File: src/rtl/uart_rx_if.sv
// Receive-side bundle of the UART receiver: serial line in, byte plus status out.
// Slave modport is the receiver itself; master modport is whoever drives the line
// and consumes the received byte.
interface uart_rx_if;
  logic       rx;
  logic [7:0] data_out;
  logic       rx_done;
  logic       parity_err;
  logic       frame_err;
  logic       busy;

  modport master (
    output rx,
    input  data_out, rx_done, parity_err, frame_err, busy
  );

  modport slave (
    input  rx,
    output data_out, rx_done, parity_err, frame_err, busy
  );
endinterface

File: src/rtl/uart_rx.sv
// UART receiver for an 11-bit frame: start, 8 data bits MSB first, even parity, stop.
// Latency: rx_done rises 1+CLKS_PER_BIT/2+10*CLKS_PER_BIT edges after the first synchronizer flop sees the start bit.
// No backpressure: each completed frame overwrites data_out and flags and pulses rx_done for one cycle.
module uart_rx #(
  parameter int CLKS_PER_BIT = 8
) (
  input logic      clk,
  input logic      rst,
  uart_rx_if.slave bus
);

  localparam int CW = $clog2(CLKS_PER_BIT);
  localparam logic [CW-1:0] HALF_M1 = CW'(CLKS_PER_BIT / 2 - 1);
  localparam logic [CW-1:0] FULL_M1 = CW'(CLKS_PER_BIT - 1);

  localparam logic [2:0] S_IDLE   = 3'd0;
  localparam logic [2:0] S_START  = 3'd1;
  localparam logic [2:0] S_DATA   = 3'd2;
  localparam logic [2:0] S_PARITY = 3'd3;
  localparam logic [2:0] S_STOP   = 3'd4;

  logic          sync1_q, sync2_q;
  logic          rx_s;
  logic [2:0]    state_q, state_d;
  logic [CW-1:0] cnt_q, cnt_d;
  logic [2:0]    bit_idx_q, bit_idx_d;
  logic [7:0]    shreg_q, shreg_d;
  logic          par_q, par_d;
  logic [7:0]    data_q, data_d;
  logic          perr_q, perr_d;
  logic          ferr_q, ferr_d;
  logic          done_q, done_d;

  assign rx_s = sync2_q;

  // Two-flop synchronizer for the asynchronous serial line; resets to the idle level.
  always_ff @(posedge clk or negedge rst) begin
    if (!rst) begin
      sync1_q <= 1'b1;
      sync2_q <= 1'b1;
    end else begin
      sync1_q <= bus.rx;
      sync2_q <= sync1_q;
    end
  end

  // Frame FSM next-state: bit timing, mid-bit sampling and result capture.
  always_comb begin
    state_d   = state_q;
    cnt_d     = cnt_q;
    bit_idx_d = bit_idx_q;
    shreg_d   = shreg_q;
    par_d     = par_q;
    data_d    = data_q;
    perr_d    = perr_q;
    ferr_d    = ferr_q;
    done_d    = 1'b0;
    case (state_q)
      S_IDLE: begin
        if (!rx_s) begin
          state_d = S_START;
          // The cycle that detects the falling edge already belongs to the start
          // bit, so counting starts at 1 to land the check CLKS_PER_BIT/2 cycles
          // after detection, in the middle of the bit.
          cnt_d   = CW'(1);
        end
      end
      S_START: begin
        if (cnt_q == HALF_M1) begin
          cnt_d     = '0;
          bit_idx_d = 3'd0;
          // A line back high at mid start bit is a glitch: drop it silently.
          state_d   = rx_s ? S_IDLE : S_DATA;
        end else begin
          cnt_d = cnt_q + CW'(1);
        end
      end
      S_DATA: begin
        if (cnt_q == FULL_M1) begin
          cnt_d     = '0;
          shreg_d   = {shreg_q[6:0], rx_s};
          bit_idx_d = bit_idx_q + 3'd1;
          if (bit_idx_q == 3'd7) begin
            state_d = S_PARITY;
          end
        end else begin
          cnt_d = cnt_q + CW'(1);
        end
      end
      S_PARITY: begin
        if (cnt_q == FULL_M1) begin
          cnt_d   = '0;
          par_d   = rx_s;
          state_d = S_STOP;
        end else begin
          cnt_d = cnt_q + CW'(1);
        end
      end
      S_STOP: begin
        if (cnt_q == FULL_M1) begin
          cnt_d   = '0;
          // The byte is delivered even when a flag is raised; the flags only
          // qualify this frame and are rewritten on the next one.
          data_d  = shreg_q;
          perr_d  = ^{shreg_q, par_q};
          ferr_d  = ~rx_s;
          done_d  = 1'b1;
          // Returning to IDLE at mid stop bit leaves half a bit of margin to
          // catch an immediately following start bit.
          state_d = S_IDLE;
        end else begin
          cnt_d = cnt_q + CW'(1);
        end
      end
      default: begin
        state_d = S_IDLE;
        cnt_d   = '0;
      end
    endcase
  end

  // Frame FSM state, counters and output registers.
  always_ff @(posedge clk or negedge rst) begin
    if (!rst) begin
      state_q   <= S_IDLE;
      cnt_q     <= '0;
      bit_idx_q <= 3'd0;
      shreg_q   <= 8'h00;
      par_q     <= 1'b0;
      data_q    <= 8'h00;
      perr_q    <= 1'b0;
      ferr_q    <= 1'b0;
      done_q    <= 1'b0;
    end else begin
      state_q   <= state_d;
      cnt_q     <= cnt_d;
      bit_idx_q <= bit_idx_d;
      shreg_q   <= shreg_d;
      par_q     <= par_d;
      data_q    <= data_d;
      perr_q    <= perr_d;
      ferr_q    <= ferr_d;
      done_q    <= done_d;
    end
  end

  assign bus.data_out   = data_q;
  assign bus.rx_done    = done_q;
  assign bus.parity_err = perr_q;
  assign bus.frame_err  = ferr_q;
  assign bus.busy       = (state_q != S_IDLE);

endmodule

File: src/flat_wrapper.sv
// flat-port wrapper written by rule: the top's interface ports become plain ports
module uart_rx_flat 
#(
  parameter int CLKS_PER_BIT = 8
)
  (clk, rst, bus_rx, bus_data_out, bus_rx_done, bus_parity_err, bus_frame_err, bus_busy);
  uart_rx_if bus_i ();
  input logic clk;
  input logic rst;
  input wire logic [$bits(bus_i.rx)-1:0] bus_rx;
  output wire logic [$bits(bus_i.data_out)-1:0] bus_data_out;
  output wire logic [$bits(bus_i.rx_done)-1:0] bus_rx_done;
  output wire logic [$bits(bus_i.parity_err)-1:0] bus_parity_err;
  output wire logic [$bits(bus_i.frame_err)-1:0] bus_frame_err;
  output wire logic [$bits(bus_i.busy)-1:0] bus_busy;
  assign bus_i.rx = bus_rx;
  assign bus_data_out = bus_i.data_out;
  assign bus_rx_done = bus_i.rx_done;
  assign bus_parity_err = bus_i.parity_err;
  assign bus_frame_err = bus_i.frame_err;
  assign bus_busy = bus_i.busy;
  uart_rx #(.CLKS_PER_BIT(CLKS_PER_BIT)) u_core (.clk(clk), .rst(rst), .bus(bus_i));
endmodule
File: config.mk
export PLATFORM = sky130hd
export DESIGN_NAME = uart_rx_flat
export DESIGN_NICKNAME = d
export VERILOG_FILES = /design/src/rtl/uart_rx_if.sv /design/src/rtl/uart_rx.sv /design/src/flat_wrapper.sv
export SDC_FILE = /design/constraint.sdc
export NUM_CORES = 1
export LEC_CHECK = 0
export CAP_MARGIN = 10
export CORE_MARGIN = 2
export CORE_UTILIZATION = 50
export DETAILED_ROUTE_END_ITERATION = 6
export DONT_BUFFER_PORTS = 1
export GPL_ROUTABILITY_DRIVEN = 0
export PLACE_DENSITY = 0.65
export SETUP_SLACK_MARGIN = 0.2
export SLEW_MARGIN = 10
export SYNTH_ARGS = -nofsm -noshare
export SYNTH_HDL_FRONTEND = slang
export SYNTH_SLANG_ARGS = --single-unit
export TNS_END_PERCENT = 1
File: constraint.sdc
create_clock -name clk -period 5.1 [get_ports clk]
set_clock_uncertainty 0.15 [all_clocks]
set_input_delay 0.51 -clock clk [delete_from_list [all_inputs] [get_ports clk]]
set_output_delay 0.51 -clock clk [all_outputs]
set_load 0.005 [all_outputs]
# Word-level counts from Yosys, hierarchy flattened
# Cells that the tools add are included.
[classes]
n_addsub = 2
eq_ne = 13
mux = 16
bitwise_logic = 1
n_reduce_logical = 10
[ops]
columns = ["op", "count"]
rows = [
  ["$mux 3", 10],
  ["$pmux 3 s5", 1],
  ["$ne 2x1->1 const B", 5],
  ["$eq 3x2->1 const B", 3],
  ["$eq 3x3->1 const B", 3],
  ["$pmux 3 s3", 1],
  ["$reduce_xor 9->1", 1],
  ["$add 3x1->3 const B", 2],
  ["$pmux 3 s2", 1],
  ["$reduce_and 2->1", 3],
  ["$reduce_and 6->1", 1],
  ["$eq 3x1->1 const B", 1],
  ["$logic_not 3->1", 1],
  ["$reduce_and 3->1", 1],
  ["$reduce_bool 3->1", 1],
  ["$reduce_or 3->1", 1],
  ["$mux 1", 2],
  ["$mux 2", 1],
  ["$ne 2x2->1 const B", 1],
  ["$reduce_bool 2->1", 1],
  ["$not 1->1", 1],
]
[totals]
register_bits = 31
input_bits = 3
output_inout_bits = 12
wordCells = 53

# Logic depth before layout (Yosys ltp)
# Gate-level depths: netlist of run 1.
[logic_depth]
depth_word = 4
ltp_mapped = 6
ltp_nobuf = 6

# Least setup slack after synthesis of run 1
# Ideal clock, no wire load.
[synth_timing]
kind = "reg2reg"
from = "register u_core.cnt_q[0]"
to = "register u_core.shreg_q[0]"
setup_ns = 0.125
arrival_time_ns = 1.454
t_required_ns = 4.825
slack_ns = 3.371
path_stages_with_launch = 5
path_buffers = 0
synth_period_minus_slack_ns = 1.729
cell_sequence = "dfrtp_1 -> ha_1 -> ha_1 -> nor3b_4 -> mux2_2"
[synth_via]
elab_chain_cells = 2
[synth_rtl]
columns = ["item", "line", "text"]
rows = [
  ["start, declared", "uart_rx.sv:25", "logic [CW-1:0] cnt_q, cnt_d;"],
  ["start signal, assigned", "uart_rx.sv:136", "cnt_q <= cnt_d;"],
  ["$eq 3x3->1", "uart_rx.sv:79", "if (cnt_q == FULL_M1) begin"],
  ["$reduce_and 2->1 (no line)", "-", ""],
  ["end signal, assigned", "uart_rx.sv:138", "shreg_q <= shreg_d;"],
  ["end, declared", "uart_rx.sv:27", "logic [7:0] shreg_q, shreg_d;"],
]
# Every way passes these cells.
# A chain may end at the register's enable or synchronous reset.

# Final worst setup path of run 1
[layout_timing]
from = "register u_core.cnt_q[0]"
to = "register u_core.data_q[5] (netlist: u_core.bus.data_out[5])"
[layout_via]
elab_chain_cells = 2
[layout_rtl]
columns = ["item", "line", "text"]
rows = [
  ["$eq 3x3->1", "uart_rx.sv:100", "if (cnt_q == FULL_M1) begin"],
  ["$reduce_and 2->1 (no line)", "-", ""],
  ["end signal, assigned", "uart_rx.sv:140", "data_q <= data_d;"],
  ["end, declared", "uart_rx.sv:29", "logic [7:0] data_q, data_d;"],
]
# Every way passes these cells.

==> results.sh, run 1 <==
export IMPL_status="finished, final reports clean"
export IMPL_arrival_ns=2.22
export IMPL_synth_edff_count=0
export IMPL_portBuffers=0
export IMPL_synth_seq_area_share_pct=53.71
export IMPL_drc_errors=0
export IMPL_peakVddDrop_v=0.0002816
export IMPL_h_tree_depth=2
export IMPL_min_path_cells=0
export IMPL_r2r_end="u_core.bus.data_out[5]"
export IMPL_die_x_um=57.83
export IMPL_ctsLongestPathBuffers=2
export IMPL_dr_pass1_iters=4
export IMPL_drv_slew=0
export IMPL_power_density_nw_per_um2=424.1
export IMPL_dp_hpwl_mm=1.599
export IMPL_grtUsageMet3_pct=6.696
export IMPL_drt_iter0_markers=47
export IMPL_drive_above_1_share_pct=16.18
export IMPL_avgSynthCellArea_um2=11.23
export IMPL_top_usage_layer="met1"
export IMPL_setup_tns_ns=0
export IMPL_clock_sinks=31
export IMPL_ant_nets=0
export IMPL_rrSetupSlack_ns=2.94
export IMPL_maxSlewHeadroom_pct=68.70
export IMPL_worstRegToRegCells=6
export IMPL_tightest_slew_ns=0.4682
export IMPL_diodes=0
export IMPL_cts_buffers_inserted=5
export IMPL_clkTransAtPathRegs_ns=0.10
export IMPL_final_cell_mix="nand2_1 (32), dfrtp_1 (29), mux2_2 (11), ha_1 (7), nor2_1 (6)"
export IMPL_final_util_pct=57.35
export IMPL_area_delta_synth_final_pct=9.154
export IMPL_netlist_area_um2=1449
export IMPL_nets=145
export IMPL_cp_end_kind="flop"
export IMPL_crit_type="flop to flop"
export IMPL_grt_overflow_total=0
export IMPL_timing_rr_start="u_core.cnt_q[0]"
export IMPL_vias=923
export IMPL_grtUsageMet1_pct=24.23
export IMPL_start_kind="flop"
export IMPL_dieArea_um2=3344
export IMPL_mostFrequentLayoutCell="nand2_1"
export IMPL_antenna_found_initial=0
export IMPL_clk_latency_ns=0.31
export IMPL_worstPathMaxFanout=13
export IMPL_ios=15
export IMPL_clockRootBuffer="clkbuf_4"
export IMPL_cap_violations=0
export IMPL_hold_class="flop to flop"
export IMPL_grt_max_degree=32
export IMPL_core_um2=2758
export IMPL_first_global_vias=859
export IMPL_yosys_top_cells_area="dfrtp_1 (50%), mux2_2 (8.5%), nand2_1 (8.3%)"
export IMPL_postCtsSetupBuffers=0
export IMPL_avgRoutedWirePerCell_um=14.28
export IMPL_crit_end="u_core.bus.data_out[5]"
export IMPL_synth_cell_types=34
export IMPL_fmax_ghz=0.4622
export IMPL_finalHoldViolCount=0
export IMPL_post_cts_resized=0
export IMPL_row_count=19
export IMPL_grtUsageTotal_pct=16.56
export IMPL_ys_ff_latch=31
export IMPL_setup_violations=0
export IMPL_chipHeight_um=57.83
export IMPL_rsz0062_at_grt="no"
export IMPL_ys_async_sr_fraction_pct=100.0
export IMPL_synth_area_leader_cell="dfrtp_1"
export IMPL_cp_startpoint="u_core.cnt_q[0]"
export IMPL_grt_pass1_wl_mm=4.133
export IMPL_required_ns=5.16
export IMPL_finalWirelength_mm=2.384
export IMPL_layout_min_cycle_time_ns=2.163
export IMPL_yosys_warnings=0
export IMPL_period_share_pct=42.42
export IMPL_use_met2_pct=22.08
export IMPL_cts_tree="yes"
export IMPL_syn_nets=139
export IMPL_synth_top_area_share_pct=50.09
export IMPL_drt_vias_per_instance=5.527
export IMPL_p_leak_nw=0.7874
export IMPL_synthesis_instances=129
export IMPL_ys_flop_type="dfrtp_1"
export IMPL_initial_core_util_pct=52.54
==> power breakdown <==
part	switching, W	internal, W
Sequential	0.0000486	0.000276
Clock	0.0000785	0.000104
Combinational	0.0000800	0.0000832
Total	0.000207	0.000464
==> sequential cells by signal, summed over array words and instances, names as in the netlist, 3 cells and up <==
register and flops:
u_core.bit_idx_q 3, u_core.cnt_q 3, u_core.shreg_q 8, u_core.state_q 3
u_core.bus.data_out 8
==> what timing repair did <==
item / in CTS / in global routing
hold endpoints to repair: 31 / 1
setup endpoints to repair: 0 / 0
hold buffers: 2 / 1
==> per-stage QoR <==
step	area, um^2	power (W)	hold slack [ns]	setup slack [ns]	instances
6_report	1582	0.0006708	0.2117	2.937	167
5_1_grt	1582	0.0007189	0.2202	2.751	167
3_3_place_gp	1466	0.0004765	0.06499	3.102	156
3_5_place_dp	1466	0.0004808	0.06501	2.972	156
4_1_cts	1572	0.0006752	0.01637	2.961	166
2_1_floorplan	1449	0.0004576	0.06441	3.371	129
==> cells by family after synthesis <==
logic type,count (synthesis),synth area share (%)
buffers and inverters,7,2.245
flip-flops,31,53.71
AND/OR/NAND/NOR,50,16.49
XOR/XNOR,7,5.181
AO/OA/AOI/OAI,15,7.082
multiplexers,12,9.240
adder cells (fa/ha/maj),7,6.045
==> how the worst min path moves through the flow <==
stage | startpoint | end | slack [ns]
final | u_core.sync1_q | u_core.rx_s | 0.21
after global routing | u_core.sync1_q | u_core.rx_s | 0.22
after CTS | bus_rx | u_core.sync1_q | 0.02
after detailed placement | rst | u_core.cnt_q[2] | 0.07
after global placement | rst | u_core.cnt_q[2] | 0.06
after floorplan | rst | u_core.bit_idx_q[0] | 0.06
==> synthesized netlist by cell type (2+ instances only) <==
| master | count |
|---|---|
| mux2_2 | 11 |
| buf_2 | 2 |
| nand3_1 | 2 |
| xnor2_1 | 4 |
| inv_1 | 2 |
| xor2_1 | 2 |
| nor3b_1 | 2 |
| a22o_1 | 2 |
| nor2_1 | 6 |
| dfstp_2 | 2 |
| dfrtp_1 | 29 |
| o21ai_0 | 4 |
| nand2_1 | 32 |
| a32oi_1 | 2 |
| ha_1 | 7 |
| nor2b_1 | 2 |
==> critical path: stages, from the launching register on <==
cell,delay (ns)
dfrtp_1,0.41
ha_1,0.26
ha_1,0.27
nand3_1,0.40
clkinv_1,0.36
nand2_1,0.17
nand2_1,0.06
==> area by class of cell <==
type	instances	area (um^2)
Multi-Input combinational cell	91	638.1
Inverter	3	11.26
Tap cell	31	38.79
Clock inverter	1	30.03
Clock buffer	7	45.04
Sequential cell	31	778.2
Fill cell	243	1176
Timing Repair Buffer	3	40.04
==> metal layers <==
metal	routed length, um	part of all wire [%]
met1	1242	52
met2	991	42
met3	128	5.4
met4	21	0.88
met5	0	0
Power figures use the tool's default switching activity.
==> run 2, diff against run 1 <==
Settings changed: PLACE_DENSITY 0.65 to 0.68.
Clock period 5.1 ns to 1.79 ns, I/O delays scaled along.
==> results.sh, run 2 (synthesis results as in run 1) <==
export IMPL_antenna_found_initial=0
export IMPL_crit_type="flop to flop"
export IMPL_setup_tns_ns=0
export IMPL_fmax_ghz=0.5988
export IMPL_placed_area_um2=1521
export IMPL_row_count=19
export IMPL_diodes=0
export IMPL_final_cell_mix="nand2_1 (32), dfrtp_1 (27), mux2_4 (8), buf_4 (7), nor2_1 (6)"
export IMPL_vias=950
export IMPL_period_share_pct=93.30
export IMPL_clkTransAtPathRegs_ns=0.10
export IMPL_holdWs_ns=0.1339
export IMPL_crit_chain="ha_4 -> ha_4 -> nor3b_4 -> buf_12 -> mux2_4"
export IMPL_cts_buffers_inserted=5
export IMPL_setup_violations=0
export IMPL_rsz0062_at_grt="yes"
export IMPL_drv_slew=0
export IMPL_ios=15
export IMPL_die_x_um=57.83
export IMPL_cts_tree="yes"
export IMPL_drt_vias_per_instance=5.429
export IMPL_grt_pass1_wl_mm=4.443
export IMPL_initial_core_util_pct=52.54
export IMPL_layout_min_cycle_time_ns=1.670
export IMPL_dieArea_um2=3344
export IMPL_slowest_delay_ns=0.41
export IMPL_peakVddDrop_v=0.001139
export IMPL_status="finished, final reports clean"
export IMPL_start_kind="flop"
export IMPL_p_leak_nw=0.8404
export IMPL_clock_sinks=31
export IMPL_cp_end_kind="flop"
export IMPL_ant_nets=0
export IMPL_first_global_vias=973
export IMPL_required_ns=1.85
export IMPL_drc_errors=0
export IMPL_clockRootBuffer="clkbuf_4"
export IMPL_hold_class="input pin to async pin"
export IMPL_arrival_ns=1.73
export IMPL_nets=153
export IMPL_cp_startpoint="u_core.cnt_q[0]"
export IMPL_timing_rr_start="u_core.cnt_q[0]"
export IMPL_drt_iter0_markers=47
export IMPL_grt_max_degree=32
export IMPL_tightest_slew_ns=0.3838
export IMPL_drive_above_1_share_pct=29.17
export IMPL_avgRoutedWirePerCell_um=14.70
export IMPL_power_density_nw_per_um2=1233
export IMPL_cap_violations=0
export IMPL_ctsLongestPathBuffers=2
export IMPL_grtUsageTotal_pct=17.87
export IMPL_grt_overflow_total=0
export IMPL_cp_common_cell="ha_4"
export IMPL_mostFrequentLayoutCell="nand2_1"
export IMPL_design_area_um2=1745
export IMPL_finalWirelength_mm=2.572
export IMPL_maxSlewHeadroom_pct=74.35
export IMPL_portBuffers=0
export IMPL_chipHeight_um=57.83
export IMPL_core_um2=2758
export IMPL_worstPathMaxFanout=8
export IMPL_finalHoldViolCount=0
export IMPL_h_tree_depth=2
export IMPL_crit_path_top_delay_cell="dfrtp_1"
export IMPL_area_delta_synth_final_pct=20.47
export IMPL_dp_hpwl_mm=1.737
export IMPL_clk_latency_ns=0.33
export IMPL_dr_pass1_iters=4
## run 2: cell count changes in the layout (fill, tap and decap cells not counted), sizes merged
cell,change
buf,+8
clkbuf,-1
clkinvlp,+1
## run 2: per-stage QoR
| step | cells | setup WS, ns | power, W | utilization, % |
|---|---|---|---|---|
| after detailed placement | 161 | 0.005386 | 0.001437 | 55.17 |
| after global routing | 175 | 0.06441 | 0.002291 | 63.29 |
| after global placement | 161 | 0.07292 | 0.001404 | 55.17 |
| after CTS | 175 | 0.1210 | 0.002147 | 62.79 |
| after floorplan | 129 | 0.07766 | 0.001309 | - |
| final | 175 | 0.1199 | 0.002153 | 63.29 |
## run 2: final timing paths
check | end | cells after the start | slack, ns
setup / recovery | u_core.shreg_q[1] | 5 | 0.12
min in group clk | u_core.rx_s | 0 | 0.21
hold / removal | u_core.bus.frame_err | 2 | 0.13
max in group asynchronous | u_core.sync1_q | 2 | 1.11
setup reg to reg | u_core.shreg_q[1] | 5 | 0.12
hold reg to reg | u_core.rx_s | 0 | 0.21
## run 2: cell type report
cell class	count	area (um^2)
well taps	31	38.79
flip-flops and latches	31	780.7
clock buffers	6	51.30
inverters	3	15.01
multi-input cells	91	711.9
repair buffers	11	112.6
clock inverters	2	35.03
fillers	222	1012
## run 2: worst max-delay path: cells and delay by family (launching register included)
family | cells | cell delay [ns]
AND/OR/NAND/NOR | 1 | 0.21
flip-flops | 1 | 0.41
multiplexers | 1 | 0.30
buffers and inverters | 1 | 0.16
adder cells (fa/ha/maj) | 2 | 0.32
## run 2: per-layer routing
layer | GRT usage (%) | routed length [um] | vias to the layer above
met5 | 0 | 0 | -
met4 | 5.316 | 14 | 0
met3 | 7.143 | 133 | 2
met2 | 27.11 | 1201 | 30
met1 | 23.75 | 1223 | 445
li1 | - | - | 473
## run 2: power by group
group	internal, W	switching (W)	total (W)
Sequential	0.000792	0.000112	0.000904
Clock	0.000330	0.000240	0.000570
Combinational	0.000358	0.000321	0.000679
## run 2: what timing repair did
action                                  CTS  global route
resized for setup                        15             4
endpoints found under the setup margin   25            25
pin swaps                                 2             2
hold buffers                              3             0
endpoints found under the hold margin    32             0
buffers inserted                          3             0
==> run 3, diff against run 2 <==
Settings changed: CORE_UTILIZATION 50 to 41, PLACE_DENSITY 0.68 to 0.57.
==> results.sh, run 3 (synthesis results as in run 1) <==
export IMPL_drt_iter0_markers=45
export IMPL_diodes=0
export IMPL_grtUsageTotal_pct=15.01
export IMPL_finalHoldViolCount=0
export IMPL_cap_violations=0
export IMPL_setup_violations=0
export IMPL_power_density_nw_per_um2=1215
export IMPL_final_cell_mix="nand2_1 (32), dfrtp_1 (28), mux2_4 (8), nor2_1 (6), buf_4 (6)"
export IMPL_ios=15
export IMPL_p_clk_share_pct=27.1
export IMPL_rrSetupSlack_ns=0.09
export IMPL_clk_latency_ns=0.32
export IMPL_cp_end_kind="flop"
export IMPL_pwr_share_comb_pct=30.0
export IMPL_setup_tns_ns=0
export IMPL_grt_pass1_wl_mm=4.547
export IMPL_period_share_pct=95.19
export IMPL_portBuffers=0
export IMPL_h_tree_depth=2
export IMPL_antenna_found_initial=0
export IMPL_p_sw_w=0.0006567
export IMPL_peakVddDrop_v=0.0005255
export IMPL_crit_type="flop to flop"
export IMPL_drc_errors=0
export IMPL_hold_class="input pin to async pin"
export IMPL_ff_latch_area_um2=779.5
export IMPL_switching_share_pct=31.14
export IMPL_ctsLongestPathBuffers=2
export IMPL_seqPwrFrac_pct=42.9
export IMPL_row_count=21
export IMPL_ant_nets=0
export IMPL_finalWirelength_mm=2.676
export IMPL_tightest_slew_ns=0.3290
export IMPL_timing_rr_start="u_core.cnt_q[0]"
export IMPL_core_um2=3363
export IMPL_design_power_total_w=0.002108
export IMPL_grt_overflow_total=0
export IMPL_crit_chain="ha_4 -> ha_4 -> nor3b_4 -> buf_6 -> mux2_4"
export IMPL_avgRoutedWirePerCell_um=14.16
export IMPL_r2r_end="u_core.shreg_q[0]"
export IMPL_chipHeight_um=63.45
export IMPL_drive_above_1_share_pct=26.57
export IMPL_clock_sinks=31
export IMPL_drv_slew=0
export IMPL_die_x_um=63.45
export IMPL_slowest_delay_ns=0.42
export IMPL_mostFrequentLayoutCell="nand2_1"
export IMPL_dr_pass1_iters=4
export IMPL_required_ns=1.85
export IMPL_initial_core_util_pct=43.08
export IMPL_fillers=327
export IMPL_worstRegToRegCells=5
export IMPL_worstPathMaxFanout=8
export IMPL_dp_hpwl_mm=1.664
export IMPL_grt_max_degree=32
export IMPL_p_leak_nw=0.8388
export IMPL_layout_min_cycle_time_ns=1.704
export IMPL_area_delta_synth_final_pct=19.78
export IMPL_start_kind="flop"
export IMPL_first_global_vias=945
export IMPL_drt_vias_per_instance=5.037
export IMPL_clockRootBuffer="clkbuf_4"
export IMPL_cts_tree="yes"
export IMPL_nets=152
export IMPL_maxSlewHeadroom_pct=78.02
export IMPL_multi_input_area_um2=703.2
export IMPL_crit_path_top_delay_cell="dfrtp_1"
export IMPL_fmax_ghz=0.5869
export IMPL_intPower_w=0.001452
export IMPL_rsz0062_at_grt="yes"
export IMPL_cts_buffers_inserted=5
export IMPL_arrival_ns=1.76
export IMPL_dieArea_um2=4025
export IMPL_vias=952
export IMPL_cp_common_cell="ha_4"
export IMPL_status="finished, final reports clean"
export IMPL_clkTransAtPathRegs_ns=0.10
==> run 3: cell count changes in the layout (fill, tap and decap cells not counted), sizes merged <==
cell | previous run | this run
buf | 9 | 8
clkinv | 1 | 2
clkinvlp | 1 | 0
==> run 3: worst max path at each step <==
stage | startpoint | end | depth (start not counted)
2_1_floorplan | u_core.cnt_q[0] | u_core.shreg_q[0] | 4
3_3_place_gp | u_core.cnt_q[0] | u_core.shreg_q[6] | 5
3_5_place_dp | u_core.cnt_q[0] | u_core.shreg_q[6] | 5
4_1_cts | u_core.cnt_q[1] | u_core.shreg_q[0] | 5
5_1_grt | u_core.cnt_q[0] | u_core.shreg_q[0] | 5
6_report | u_core.cnt_q[0] | u_core.shreg_q[0] | 5
==> run 3: critical path: cells and delay by family (launching register included) <==
kind                     cells  cell delay, ns
adder cells (fa/ha/maj)      2            0.34
buffers and inverters        1            0.18
flip-flops                   1            0.42
multiplexers                 1            0.30
AND/OR/NAND/NOR              1            0.19
==> run 3: metal layers <==
| metal | part of all wire [%] | global-route usage (%) |
|---|---|---|
| met1 | 48 | 18.27 |
| met4 | 1.6 | 5.707 |
| met3 | 4.3 | 5.536 |
| met2 | 46 | 24.21 |
| met5 | 0 | 0 |
==> run 3: metrics by stage <==
stage	utilization (%)	instance area (um^2)	std cells	setup slack (ns)	hold slack, ns
finish	51.60	1735	189	0.08618	0.1900
global route	51.60	1735	189	0.04412	0.1699
CTS	50.63	1703	189	0.1122	0.1470
detailed placement	45.42	1528	176	0.005021	-0.2657
global placement	45.42	1528	176	0.05576	-0.2657
floorplan	-	1454	129	0.07766	-0.2666
==> run 3: final cells by class <==
type                    instances  share of cell area [%]
repair buffers                 10                   5.552
well taps                      46                   3.317
multi-input cells              91                   40.52
clock buffers                   6                   2.956
flip-flops and latches         31                   44.92
inverters                       3                  0.7210
clock inverters                 2                   2.019
==> run 3: power groups by stage <==
stage          Clock, W  Sequential (W)  Combinational (W)
6_report       0.000571        0.000904           0.000633
2_1_floorplan         0        0.000863           0.000446
3_5_place_dp          0        0.000907           0.000514
5_1_grt        0.000624        0.000920           0.000704
4_1_cts        0.000591        0.000894           0.000615
3_3_place_gp          0        0.000900           0.000511
==> run 3: what timing repair did <==
item | CTS | global route
resized for setup | 7 | 10
hold buffers | 3 | 0
setup endpoints to repair | 26 | 25
endpoints found under the hold margin | 32 | 0
setup buffers | 2 | 0
pin swaps | 1 | 1
